<file path="src/rtl/if_fetch_queue.sv">
// ---------------------------------------------------------------------------
// if_fetch_queue
//
// Instruction-fetch stage with a small instruction queue between the PC
// generator and decode. Up to MAX_OUTSTANDING fetches may be in flight on a
// split address/data bus. Responses come back in order and are matched to
// their PC through a small PC tag FIFO. Exception, eret and taken branches
// flush the queue. Responses to requests issued before the flush are counted
// off and dropped.
//
// Optional feature macro: IF_ADEL_CHECK_EN
//   defined   : a misaligned fetch_pc is never put on the bus. Once the bus is
//               idle and the queue has room, an AdEL entry (exccode 5'h04,
//               inst 0) is queued and fetching halts until the next flush.
//   undefined : no alignment check. A misaligned fetch_pc is issued unchanged
//               and de_exccode is always 5'h00.
//
// Parameters
//   DEPTH           instruction queue entries (power of two, >= 2)
//   MAX_OUTSTANDING accepted-but-unanswered requests allowed (1..DEPTH)
//   RESET_PC        first fetch address after reset
//
// Ports
//   clk, rst_n        clock (rising edge), asynchronous active-low reset
//   inst_req/addr     fetch request valid / address (addr is 0 when idle)
//   inst_addr_ok      request accepted this cycle
//   inst_data_ok      one in-order response this cycle, data on inst_rdata
//   de_valid/ready    head-of-queue handshake toward decode
//   de_pc/inst/exccode head entry fields, forced to 0 while de_valid=0
//   exception/_entry  flush to the handler address (highest priority)
//   eret/epc          flush to the return address
//   redirect/_pc      flush to the branch target (lowest priority)
// ---------------------------------------------------------------------------
module if_fetch_queue #(
  parameter int unsigned DEPTH           = 4,
  parameter int unsigned MAX_OUTSTANDING = 2,
  parameter logic [31:0] RESET_PC        = 32'hbfc0_0000
) (
  input  logic        clk,
  input  logic        rst_n,
  output logic        inst_req,
  output logic [31:0] inst_addr,
  input  logic        inst_addr_ok,
  input  logic        inst_data_ok,
  input  logic [31:0] inst_rdata,
  input  logic        de_ready,
  output logic        de_valid,
  output logic [31:0] de_pc,
  output logic [31:0] de_inst,
  output logic [4:0]  de_exccode,
  input  logic        exception,
  input  logic [31:0] exception_entry,
  input  logic        eret,
  input  logic [31:0] epc,
  input  logic        redirect,
  input  logic [31:0] redirect_pc
);

  localparam int PTR_W = $clog2(DEPTH);
  localparam int CNT_W = $clog2(DEPTH + 1);
  localparam int OS_W  = $clog2(MAX_OUTSTANDING + 1);
  localparam int TAG_W = (MAX_OUTSTANDING > 1) ? $clog2(MAX_OUTSTANDING) : 1;
  localparam int SUM_W = CNT_W + 1;

  // -------------------------------------------------------------------------
  // State
  // -------------------------------------------------------------------------
  logic [31:0]      r_fetch_pc;
  logic [PTR_W-1:0] r_head;
  logic [PTR_W-1:0] r_tail;
  logic [CNT_W-1:0] r_count;
  logic [OS_W-1:0]  r_outstanding;
  logic [OS_W-1:0]  r_discard;
  logic [TAG_W-1:0] r_tag_wr;
  logic [TAG_W-1:0] r_tag_rd;

  // Queue and tag storage. These are never reset: the read side is
  // qualified by r_count and by the tag pointers.
  logic [31:0]      r_q_pc   [DEPTH];
  logic [31:0]      r_q_inst [DEPTH];
  logic [31:0]      r_tag_pc [MAX_OUTSTANDING];

`ifdef IF_ADEL_CHECK_EN
  logic             r_halt;
  logic             r_q_adel [DEPTH];
  logic             w_misalign;
`endif

  // -------------------------------------------------------------------------
  // Combinational control
  // -------------------------------------------------------------------------
  logic             w_flush;
  logic [31:0]      w_new_pc;
  logic             w_issue_ok;
  logic             w_credit_ok;
  logic [SUM_W-1:0] w_credit_sum;
  logic             w_accept;
  logic             w_resp;
  logic             w_drop;
  logic             w_resp_push;
  logic             w_adel_push;
  logic             w_push;
  logic             w_pop;
  logic [31:0]      w_push_pc;
  logic [31:0]      w_push_inst;
  logic [OS_W-1:0]  w_outstanding_next;
  logic [CNT_W-1:0] w_count_next;

  assign w_flush = exception | eret | redirect;

  always_comb begin
    w_new_pc = redirect_pc;
    if (exception) begin
      w_new_pc = exception_entry;
    end else if (eret) begin
      w_new_pc = epc;
    end
  end

`ifdef IF_ADEL_CHECK_EN
  assign w_misalign = (r_fetch_pc[1:0] != 2'b00);
  assign w_issue_ok = !r_halt && !w_misalign;
  // The AdEL entry waits until every older response has landed so that it
  // takes its place in program order. A response in the same cycle would be
  // a bus protocol error, but it is kept off the single push port anyway.
  assign w_adel_push = w_misalign && !r_halt && !w_flush &&
                       (r_outstanding == '0) &&
                       (r_count < CNT_W'(DEPTH)) && !inst_data_ok;
`else
  assign w_issue_ok  = 1'b1;
  assign w_adel_push = 1'b0;
`endif

  // Credit rule: every request in flight already owns a queue slot, so a
  // response can always be pushed without a full check.
  assign w_credit_sum = SUM_W'(r_count) + SUM_W'(r_outstanding);
  assign w_credit_ok  = (w_credit_sum < SUM_W'(DEPTH)) &&
                        (r_outstanding < OS_W'(MAX_OUTSTANDING));

  // rst_n gates the request so that the bus sees inst_req=0 while reset is
  // held and a request at RESET_PC as soon as it is released.
  assign inst_req  = rst_n && w_issue_ok && !w_flush && w_credit_ok;
  assign inst_addr = inst_req ? r_fetch_pc : 32'h0;

  assign w_accept    = inst_req && inst_addr_ok;
  assign w_resp      = inst_data_ok;
  assign w_drop      = w_resp && (r_discard != '0);
  assign w_resp_push = w_resp && !w_drop;
  assign w_push      = w_resp_push || w_adel_push;
  assign w_pop       = de_valid && de_ready && !w_flush;

  assign w_push_pc   = w_adel_push ? r_fetch_pc : r_tag_pc[r_tag_rd];
  assign w_push_inst = w_adel_push ? 32'h0 : inst_rdata;

  // Accept and response in the same cycle cancel out. A flush starts its
  // discard count from this value: every request still in flight after this
  // edge is stale. Any response taken this cycle is already subtracted here.
  assign w_outstanding_next = r_outstanding + OS_W'(w_accept) - OS_W'(w_resp);
  assign w_count_next       = r_count + CNT_W'(w_push) - CNT_W'(w_pop);

  function automatic logic [TAG_W-1:0] tag_inc(input logic [TAG_W-1:0] p);
    if (p == TAG_W'(MAX_OUTSTANDING - 1)) begin
      return '0;
    end
    return p + TAG_W'(1);
  endfunction

  // -------------------------------------------------------------------------
  // Control registers
  // -------------------------------------------------------------------------
  always_ff @(posedge clk or negedge rst_n) begin
    if (!rst_n) begin
      r_fetch_pc    <= RESET_PC;
      r_head        <= '0;
      r_tail        <= '0;
      r_count       <= '0;
      r_outstanding <= '0;
      r_discard     <= '0;
      r_tag_wr      <= '0;
      r_tag_rd      <= '0;
`ifdef IF_ADEL_CHECK_EN
      r_halt        <= 1'b0;
`endif
    end else begin
      r_outstanding <= w_outstanding_next;
      if (w_flush) begin
        r_fetch_pc <= w_new_pc;
        r_head     <= '0;
        r_tail     <= '0;
        r_count    <= '0;
        r_discard  <= w_outstanding_next;
        // Tags of stale requests are thrown away. Their responses are
        // absorbed by r_discard and never read the tag FIFO.
        r_tag_wr   <= '0;
        r_tag_rd   <= '0;
`ifdef IF_ADEL_CHECK_EN
        r_halt     <= 1'b0;
`endif
      end else begin
        if (w_accept) begin
          r_fetch_pc <= r_fetch_pc + 32'd4;
          r_tag_wr   <= tag_inc(r_tag_wr);
        end
        if (w_resp_push) begin
          r_tag_rd <= tag_inc(r_tag_rd);
        end
        if (w_drop) begin
          r_discard <= r_discard - OS_W'(1);
        end
        if (w_push) begin
          r_tail <= r_tail + PTR_W'(1);
        end
        if (w_pop) begin
          r_head <= r_head + PTR_W'(1);
        end
        r_count <= w_count_next;
`ifdef IF_ADEL_CHECK_EN
        if (w_adel_push) begin
          r_halt <= 1'b1;
        end
`endif
      end
    end
  end

  // -------------------------------------------------------------------------
  // Storage writes
  // -------------------------------------------------------------------------
  always_ff @(posedge clk) begin
    if (w_accept) begin
      r_tag_pc[r_tag_wr] <= r_fetch_pc;
    end
    if (w_push) begin
      r_q_pc[r_tail]   <= w_push_pc;
      r_q_inst[r_tail] <= w_push_inst;
`ifdef IF_ADEL_CHECK_EN
      r_q_adel[r_tail] <= w_adel_push;
`endif
    end
  end

  // -------------------------------------------------------------------------
  // Decode-side outputs (zeroed when the queue is empty)
  // -------------------------------------------------------------------------
  assign de_valid = (r_count != '0);
  assign de_pc    = de_valid ? r_q_pc[r_head]   : 32'h0;
  assign de_inst  = de_valid ? r_q_inst[r_head] : 32'h0;

`ifdef IF_ADEL_CHECK_EN
  assign de_exccode = (de_valid && r_q_adel[r_head]) ? 5'h04 : 5'h00;
`else
  assign de_exccode = 5'h00;
`endif

endmodule

</file>
<file path="config.mk">
export PLATFORM = sky130hd
export DESIGN_NAME = if_fetch_queue
export DESIGN_NICKNAME = d
export VERILOG_FILES = /design/src/rtl/if_fetch_queue.sv
export SDC_FILE = /design/constraint.sdc
export NUM_CORES = 1
export LEC_CHECK = 0
export ABC_CLOCK_PERIOD_IN_PS = 8480
export BUFFER_PORTS_ARGS = -buffer_cell sky130_fd_sc_hd__buf_2
export CORE_ASPECT_RATIO = 1.5
export CORE_MARGIN = 2
export CORE_UTILIZATION = 61
export CTS_CLUSTER_DIAMETER = 50
export DETAILED_ROUTE_END_ITERATION = 10
export PLACE_DENSITY = 0.85
export SYNTH_ARGS = -nofsm -noshare
export SYNTH_HDL_FRONTEND = slang
export SYNTH_SLANG_ARGS = --single-unit
</file>
<file path="constraint.sdc">
create_clock -name clk -period 8.48 [get_ports clk]
set_input_delay 2.544 -clock clk [delete_from_list [all_inputs] [get_ports clk]]
set_output_delay 2.544 -clock clk [all_outputs]
set_load 0.02 [all_outputs]
</file>
==> results of run 1 <==
-- per-layer routing --
| layer | GRT usage, % | share of wire, % |
|---|---|---|
| met3 | 3.07 | 5.5 |
| met1 | 30.0 | 37 |
| met4 | 8.65 | 2.7 |
| met5 | 0 | 0 |
| met2 | 45.0 | 54 |
-- area by class of cell --
cell class	count	area share [%]
Antenna cell	1	0.0138
Tap cell	328	2.27
Sequential cell	365	59.5
Multi-Input combinational cell	517	24.8
Timing Repair Buffer	246	6.99
Clock buffer	41	5.02
Clock inverter	15	1.04
Inverter	15	0.312
-- cells by family (layout without fill, tap and decap cells) --
group | Yosys count | after routing
DFF | 365 | 365
and+or+nand+nor | 261 | 261
AOI/OAI and AO/OA | 123 | 123
muxes | 100 | 100
buffers and inverters | 71 | 317
xor gates and xnor gates | 17 | 17
adders and majority gates | 11 | 11
other | 1 | 6
-- power groups by stage --
stage	registers [mW]	clock network [mW]	logic (mW)
2_1_floorplan	2.13	0	0.224
3_3_place_gp	2.15	0	0.320
3_5_place_dp	2.16	0	0.332
4_1_cts	2.12	1.50	0.336
5_1_grt	2.13	1.56	0.366
6_report	2.12	1.48	0.334
-- layout by cell type (no fill, tap or decap), types with 4 or more instances in the layout --
master / count
edfxtp_1: 320
buf_2: 233
and2_1: 96
mux4_2: 64
nand2_1: 35
clkbuf_16: 34
dfrtp_1: 34
nor2_1: 33
mux2_2: 32
a21oi_1: 30
o21ai_0: 27
nand3_1: 21
nor3_1: 19
inv_1: 14
o22ai_1: 14
buf_4: 13
a22oi_1: 12
xnor2_1: 10
ha_1: 10
and3_1: 9
dfstp_2: 9
xor2_1: 7
and3_2: 7
clkinv_2: 7
a211oi_1: 6
nand4_1: 5
nand3b_1: 5
a221o_1: 5
conb_1: 5
mux2i_1: 4
and4_1: 4
o2bb2ai_1: 4
a311oi_1: 4
a2bb2oi_1: 4
bufinv_16: 4
clkbuf_1: 4
-- final timing paths --
check / startpoint / to / slack, ns / depth (start not counted)
setup / recovery: eret / inst_addr[8] / 1.56 / 5
min in group asynchronous: rst_n / r_fetch_pc[7] / 2.11 / 2
hold reg to reg: r_outstanding[0] / r_outstanding[0] / 0.54 / 1
setup reg to reg: r_count[2] / r_count[2] / 5.30 / 11
hold / removal: r_outstanding[0] / r_outstanding[0] / 0.54 / 1
max in group asynchronous: rst_n / r_head[0] / 5.89 / 2
-- Yosys cell counts, types with 19 or more instances --
library cell	instances
and2_1	96
nor3_1	19
clkbuf_1	27
mux4_2	64
edfxtp_1	320
nor2_1	34
o21ai_0	27
dfrtp_1	36
nand2_1	35
a21oi_1	30
mux2_2	32
nand3_1	21
-- critical path: cells and delay by family --
kind	cells	cell delay [ns]
buffers and inverters	2	0.45
and+or+nand+nor	3	1.38
-- sequential cells by signal (all words and copies together) (netlist names) --
| name | cells |
|---|---|
| r_fetch_pc | 32 |
| r_q_inst | 128 |
| r_tag_pc | 64 |
| r_head | 2 |
| r_tag_wr | 1 |
| r_tail | 2 |
| r_outstanding | 2 |
| r_q_pc | 128 |
| r_discard | 2 |
| r_count | 3 |
| r_tag_rd | 1 |
-- through the flow --
| step | area (um2) | hold slack, ns |
|---|---|---|
| floorplan | 15600 | 0.437 |
| global placement | 17000 | 0.514 |
| detailed placement | 17000 | 0.518 |
| CTS | 18100 | 0.531 |
| global route | 18100 | 0.554 |
| finish | 18100 | 0.538 |
==> metrics, run 1 <==
Yosys top cell by area edfxtp_1; Final setup viols 0; clock slew at reported path FFs roughly 0.06 ns; Vias 9172; Synth Register Bits 365; CTS Buffer Depth 3; hold_buf cts 0; PostCTS Resize Cnt 0; Internal just over 3 mW; fillers roughly 1600; Post-Synth XOR/XNOR Area 0.958%; Worst Path Max Fanout 33; Slew Viols, Final 0; Cells after Synth around 950; final setup margin about 1.6 ns; CP max-delay cell and3_1; Finished Layout Cells 1528; Sw Pwr around 0.86 mW; Leakage about 6.7 nW; Fmax achieved roughly 140 MHz; minimum clock period roughly 6.9 ns; Power, Total between 3 and 4 mW; yosys warns 0; drt initial violations ~610; Flop pwr share between 50% and 60%; Detailed Route WL 32500 um; worst hold path type flop to flop; vias in the first global route ~9400; Post-Synth Simple-Gate Area around 9.8%; DP Worst Slack around 1.6 ns; top cell type's share of synthesized area between 60% and 70%; largest family of logic cells by synthesized area multiplexers; DRC errors left 0; P&R area growth vs syn 16.3%; largest net degree at the start of global routing 68; Worst slew margin approximately 27%; setup_tns 0 ns; post-CTS setup buffer count 0; CP Class input pin to output port; synthesized area per cell roughly 16 um2; crit share post-route between 80% and 90%; final hold vios 0; # port buffers 233; std cell rows 71; Multi-input gate area 4490 um2; Worst Tran Pin Value 1.09 ns; first-pass GRT wire length approximately 50000 um; Seq. cell area approximately 11000 um2; Compound-Gate Fraction of Synth Area just over 5%; clock root cell clkbuf_16; Max VDD drop around 0.17 mV; Yosys cell types 66; DIE HEIGHT roughly 200 um; Final Skew about 0.0077 ns; Critical Path Max Stage Delay between 0.8 and 0.9 ns; Pwr Density approximately 220 nW/um2; crit end category output port; Sink Count about 370; nets@finish about 1300; Final Wtd Congestion 0.854; number of vias per cell roughly 6.0; core area between 20000 and 30000 um2; WP data arrival 4.38 ns; power share of the clock group around 38%; Synth async-reset ratio between 10% and 20%; GRT Overall Usage 24.6%; layout cell share with drive strength beyond 1 between 30% and 40%; CP required 5.94 ns; initial core utilization 62.0%; startpoint types input pin; EDFF count, synth 320; total of max-cap violations 0; drt first pass iters 5; CTS buffer count 30; Placed Instances about 1500; final antenna-violating net count 0; worst-path cell chain buf_2 -> nor3_4 -> and3_1 -> and2_2 -> buf_2; post-synthesis sequential area ratio 69.2%; GR Overflow Total 0; htree depth 1; RSZ-0062 raised after global routing false; Finished Core Util just over 70%; initial antenna violation count 0; wire per inst 21.3 um; die width approximately 130 um; status completed; Synth Area in Adders less than 1%; Synth Flop Type edfxtp_1; crit-path most repeated cell buf_2; I/O pins between 200 and 250; post-synth design cell area approximately 16000 um2; dpl hpwl 20800 um; die area ~27000 um2; later-pin clock latency in the skew report between 0.5 and 0.6 ns; clock tree from TritonCTS built; post-synthesis mux area share between 10% and 20%; Gate power share between 8 and 9%; top post-synthesis cells by area edfxtp_1, mux4_2, dfrtp_1, and2_1, mux2_2; Net Sw Frac 21.9%
No activity file was read; power rests on OpenSTA's default activity.
==> run 2: changes to the inputs <==
==> config.mk (replaced) <==
export PLATFORM = sky130hd
export DESIGN_NAME = if_fetch_queue
export DESIGN_NICKNAME = d
export VERILOG_FILES = /design/src/rtl/if_fetch_queue.sv
export SDC_FILE = /design/constraint.sdc
export NUM_CORES = 1
export LEC_CHECK = 0
export ABC_AREA = 1
export ABC_CLOCK_PERIOD_IN_PS = 6450
export BUFFER_PORTS_ARGS = -buffer_cell sky130_fd_sc_hd__buf_2
export CORE_ASPECT_RATIO = 1.5
export CORE_MARGIN = 2
export CORE_UTILIZATION = 57
export CTS_CLUSTER_DIAMETER = 50
export DETAILED_ROUTE_END_ITERATION = 10
export PLACE_DENSITY = 0.8
export SYNTH_ARGS = -nofsm -noshare
export SYNTH_HDL_FRONTEND = slang
export SYNTH_SLANG_ARGS = --single-unit
==> constraint.sdc (replaced) <==
create_clock -name clk -period 6.45 [get_ports clk]
set_input_delay 1.935 -clock clk [delete_from_list [all_inputs] [get_ports clk]]
set_output_delay 1.935 -clock clk [all_outputs]
set_load 0.02 [all_outputs]
==> run 2 against run 1 <==
Net effect: via count grew 32%; die area grew 11%; cell count grew 41%; sequential power grew 33%; non-clock buffer count grew 8; worst hold slack lost 0.052 ns; total power grew 34%; sequential share of layout area shrank 1.7 points; register-to-register slack lost 1.9 ns.
==> metrics, run 2 <==
status completed; worst-case reg-to-reg path depth 12; top cell type's share of synthesized area between 50% and 60%; minimum clock period approximately 5.6 ns; largest net degree at the start of global routing 79; PostCTS Resize Cnt 0; hold_buf cts 0; startpoint types input pin; DP Worst Slack 0.872 ns; top post-synthesis cells by area edfxtp_1, nor2_1, nand2_1, dfrtp_1, o21ai_0; synthesized area per cell around 10 um2; Critical Path Max Stage Delay just under 0.3 ns; first-pass GRT wire length 58800 um; worst r2r dst r_count[2]; fillers 2048; sink of the worst hold path r_discard[1]; met2 routed WL between 20000 and 25000 um; number of vias per cell 5.59; leading cell type in the layout, fill and taps excluded nor2_1; post-route cell area 18600 um2; # port buffers about 230; setup_tns 0 ns; Crit path max-delay family buffers and inverters; Finished Layout Cells about 2200; Min-Delay Path Depth 2; GR Overflow Total 0; Yosys top cell by area edfxtp_1; layout cell share with drive strength beyond 1 a little under a fifth; final hold vios 0; Pwr Density between 200 and 300 nW/um2; post-CTS setup buffer count 0; post-synthesis sequential area ratio about two thirds; CP Class input pin to output port; count leader, synth nor2_1; crit share post-route 86.7%; Yosys cell types 38; Power, Total ~5.3 mW; Final Wtd Congestion 1.02; crit end category output port; DIE HEIGHT roughly 210 um; clock slew at reported path FFs around 0.070 ns; GRT Overall Usage 25.2%; Worst slew margin between 20% and 30%; total of max-cap violations 0; Placed Instances between 2000 and 2500; die width 141 um; clock root cell clkbuf_16; CTS Buffer Depth 3; std cell rows 75; initial antenna violation count 0; post-synth design cell area roughly 16000 um2; Synth Register Bits 365; CTS buffer count 31; core area around 28000 um2; htree depth 1; Sink Count ~370; Multi-input gate area about 4800 um2; I/O pins approximately 240; die area about 30000 um2; worst hold path type flop to flop; Seq. cell area between 10000 and 15000 um2; vias in the first global route approximately 12000; Worst Path Max Fanout 40; WP data arrival ~3.7 ns; Leakage around 7.5 nW; WHS between 0.4 and 0.5 ns; worst path bufs/invs 5; later-pin clock latency in the skew report roughly 0.57 ns; RSZ-0062 raised after global routing false; Slew Viols, Final 0; Finished Core Util around two thirds; origin of the worst min-delay path r_discard[1]; Synth Flop Type edfxtp_1; Max VDD drop 0.193 mV; Detailed Route WL around 38000 um; Vias ~12000; P&R area growth vs syn 15.3%; final setup margin around 0.86 ns; DRC errors left 0; Cells after Synth 1587; Crit Reg-Reg Startpoint r_count[1]; nets@finish just under 2000; Top Registers r_q_inst: 128 flops, r_q_pc: 128 flops, r_tag_pc: 64 flops; Final setup viols 0; most frequent cells in the layout nor2_1, edfxtp_1, nand2_1; wire length on met3 2520 um; worst-path cell chain buf_2 -> nor2_4 -> nand2_4 -> inv_6 -> nand2_4 -> nor2_8 -> inv_1 -> buf_4 -> nor2_1 -> buf_2; drt initial violations about 910; yosys warns 0; dpl hpwl around 25000 um; final antenna-violating net count 0; Fmax achieved approximately 180 MHz; Post-synth top cells nor2_1, edfxtp_1, nand2_1, o21ai_0, a21oi_1; clock tree from TritonCTS built; Top Metal Used met4; Metal-1 WL about 14000 um; dpl cell area roughly 18000 um2; R2R setup slack around 3.4 ns; drt first pass iters 5; n_diodes 0; CP max-delay cell inv_6; EDFF count, synth 320; Worst Tran Pin Value roughly 1.2 ns; wire per inst ~18 um; initial core utilization between 50% and 60%; CP required 4.51 ns; Final Skew 0.0213 ns; Synth async-reset ratio between 10 and 15%
-- run 2: cell types whose count changed after synthesis, sizes merged, moves of 22 or more --
cell,change
mux2,-32
mux4,-64
inv,+51
o21ai,+132
nor2,+351
a21oi,+79
nand3,+23
and2,-97
nand2,+279
nor3,-22
-- run 2: final cells by class --
class                      count  share of cell area (%)
multi-input combinational   1069                    25.6
sequential                   365                    57.8
tap                          346                    2.33
timing repair buffer         254                    7.11
inverter                      66                    1.37
clock buffer                  45                    5.04
clock inverter                12                   0.760
-- run 2: layer usage --
metal  up-vias  track usage, %
met5         -               0
met4         0            11.3
met3        85            2.77
met2       531            47.7
met1      5689            28.1
li1       5758               -
-- run 2: where the power goes --
| part | switching [mW] | total, mW | internal (mW) |
|---|---|---|---|
| logic | 0.352 | 0.511 | 0.158 |
| clock network | 0.809 | 1.93 | 1.13 |
| registers | 0.0827 | 2.81 | 2.73 |
| total | 1.24 | 5.25 | 4.01 |
-- run 2: cell families (layout without fill, tap and decap cells) --
kind of cell / count (synthesis) / in the layout / synth area share [%]
AO/OA/AOI/OAI: 297 / 297 / 9.59
XOR/XNOR: 5 / 5 / 0.271
adder cells (fa/ha/maj): 11 / 11 / 0.899
other: 1 / 5 / 0.0232
AND/OR/NAND/NOR: 751 / 751 / 18.4
flip-flops: 365 / 365 / 66.6
buffers and inverters: 157 / 377 / 4.24
-- run 2: worst max-delay path by stage --
stage / from / slack, ns / end / cells after the start
final: exception / 0.86 / inst_addr[11] / 10
after global routing: exception / 0.74 / inst_addr[26] / 10
after CTS: exception / 0.87 / inst_addr[11] / 10
after detailed placement: exception / 0.87 / inst_addr[11] / 10
after global placement: exception / 0.95 / inst_addr[27] / 10
after floorplan: inst_data_ok / 1.10 / r_q_inst[0][0] / 3
-- run 2: worst register-to-register path, cell delays in order (launching register included) --
cell	delay, ns
dfrtp_1	0.43
or2_2	0.33
nor2_4	0.67
nor2_1	0.16
inv_1	0.13
nor2_1	0.05
ha_1	0.30
inv_1	0.06
ha_1	0.13
inv_1	0.05
fa_1	0.37
xor2_1	0.17
nor2_1	0.06
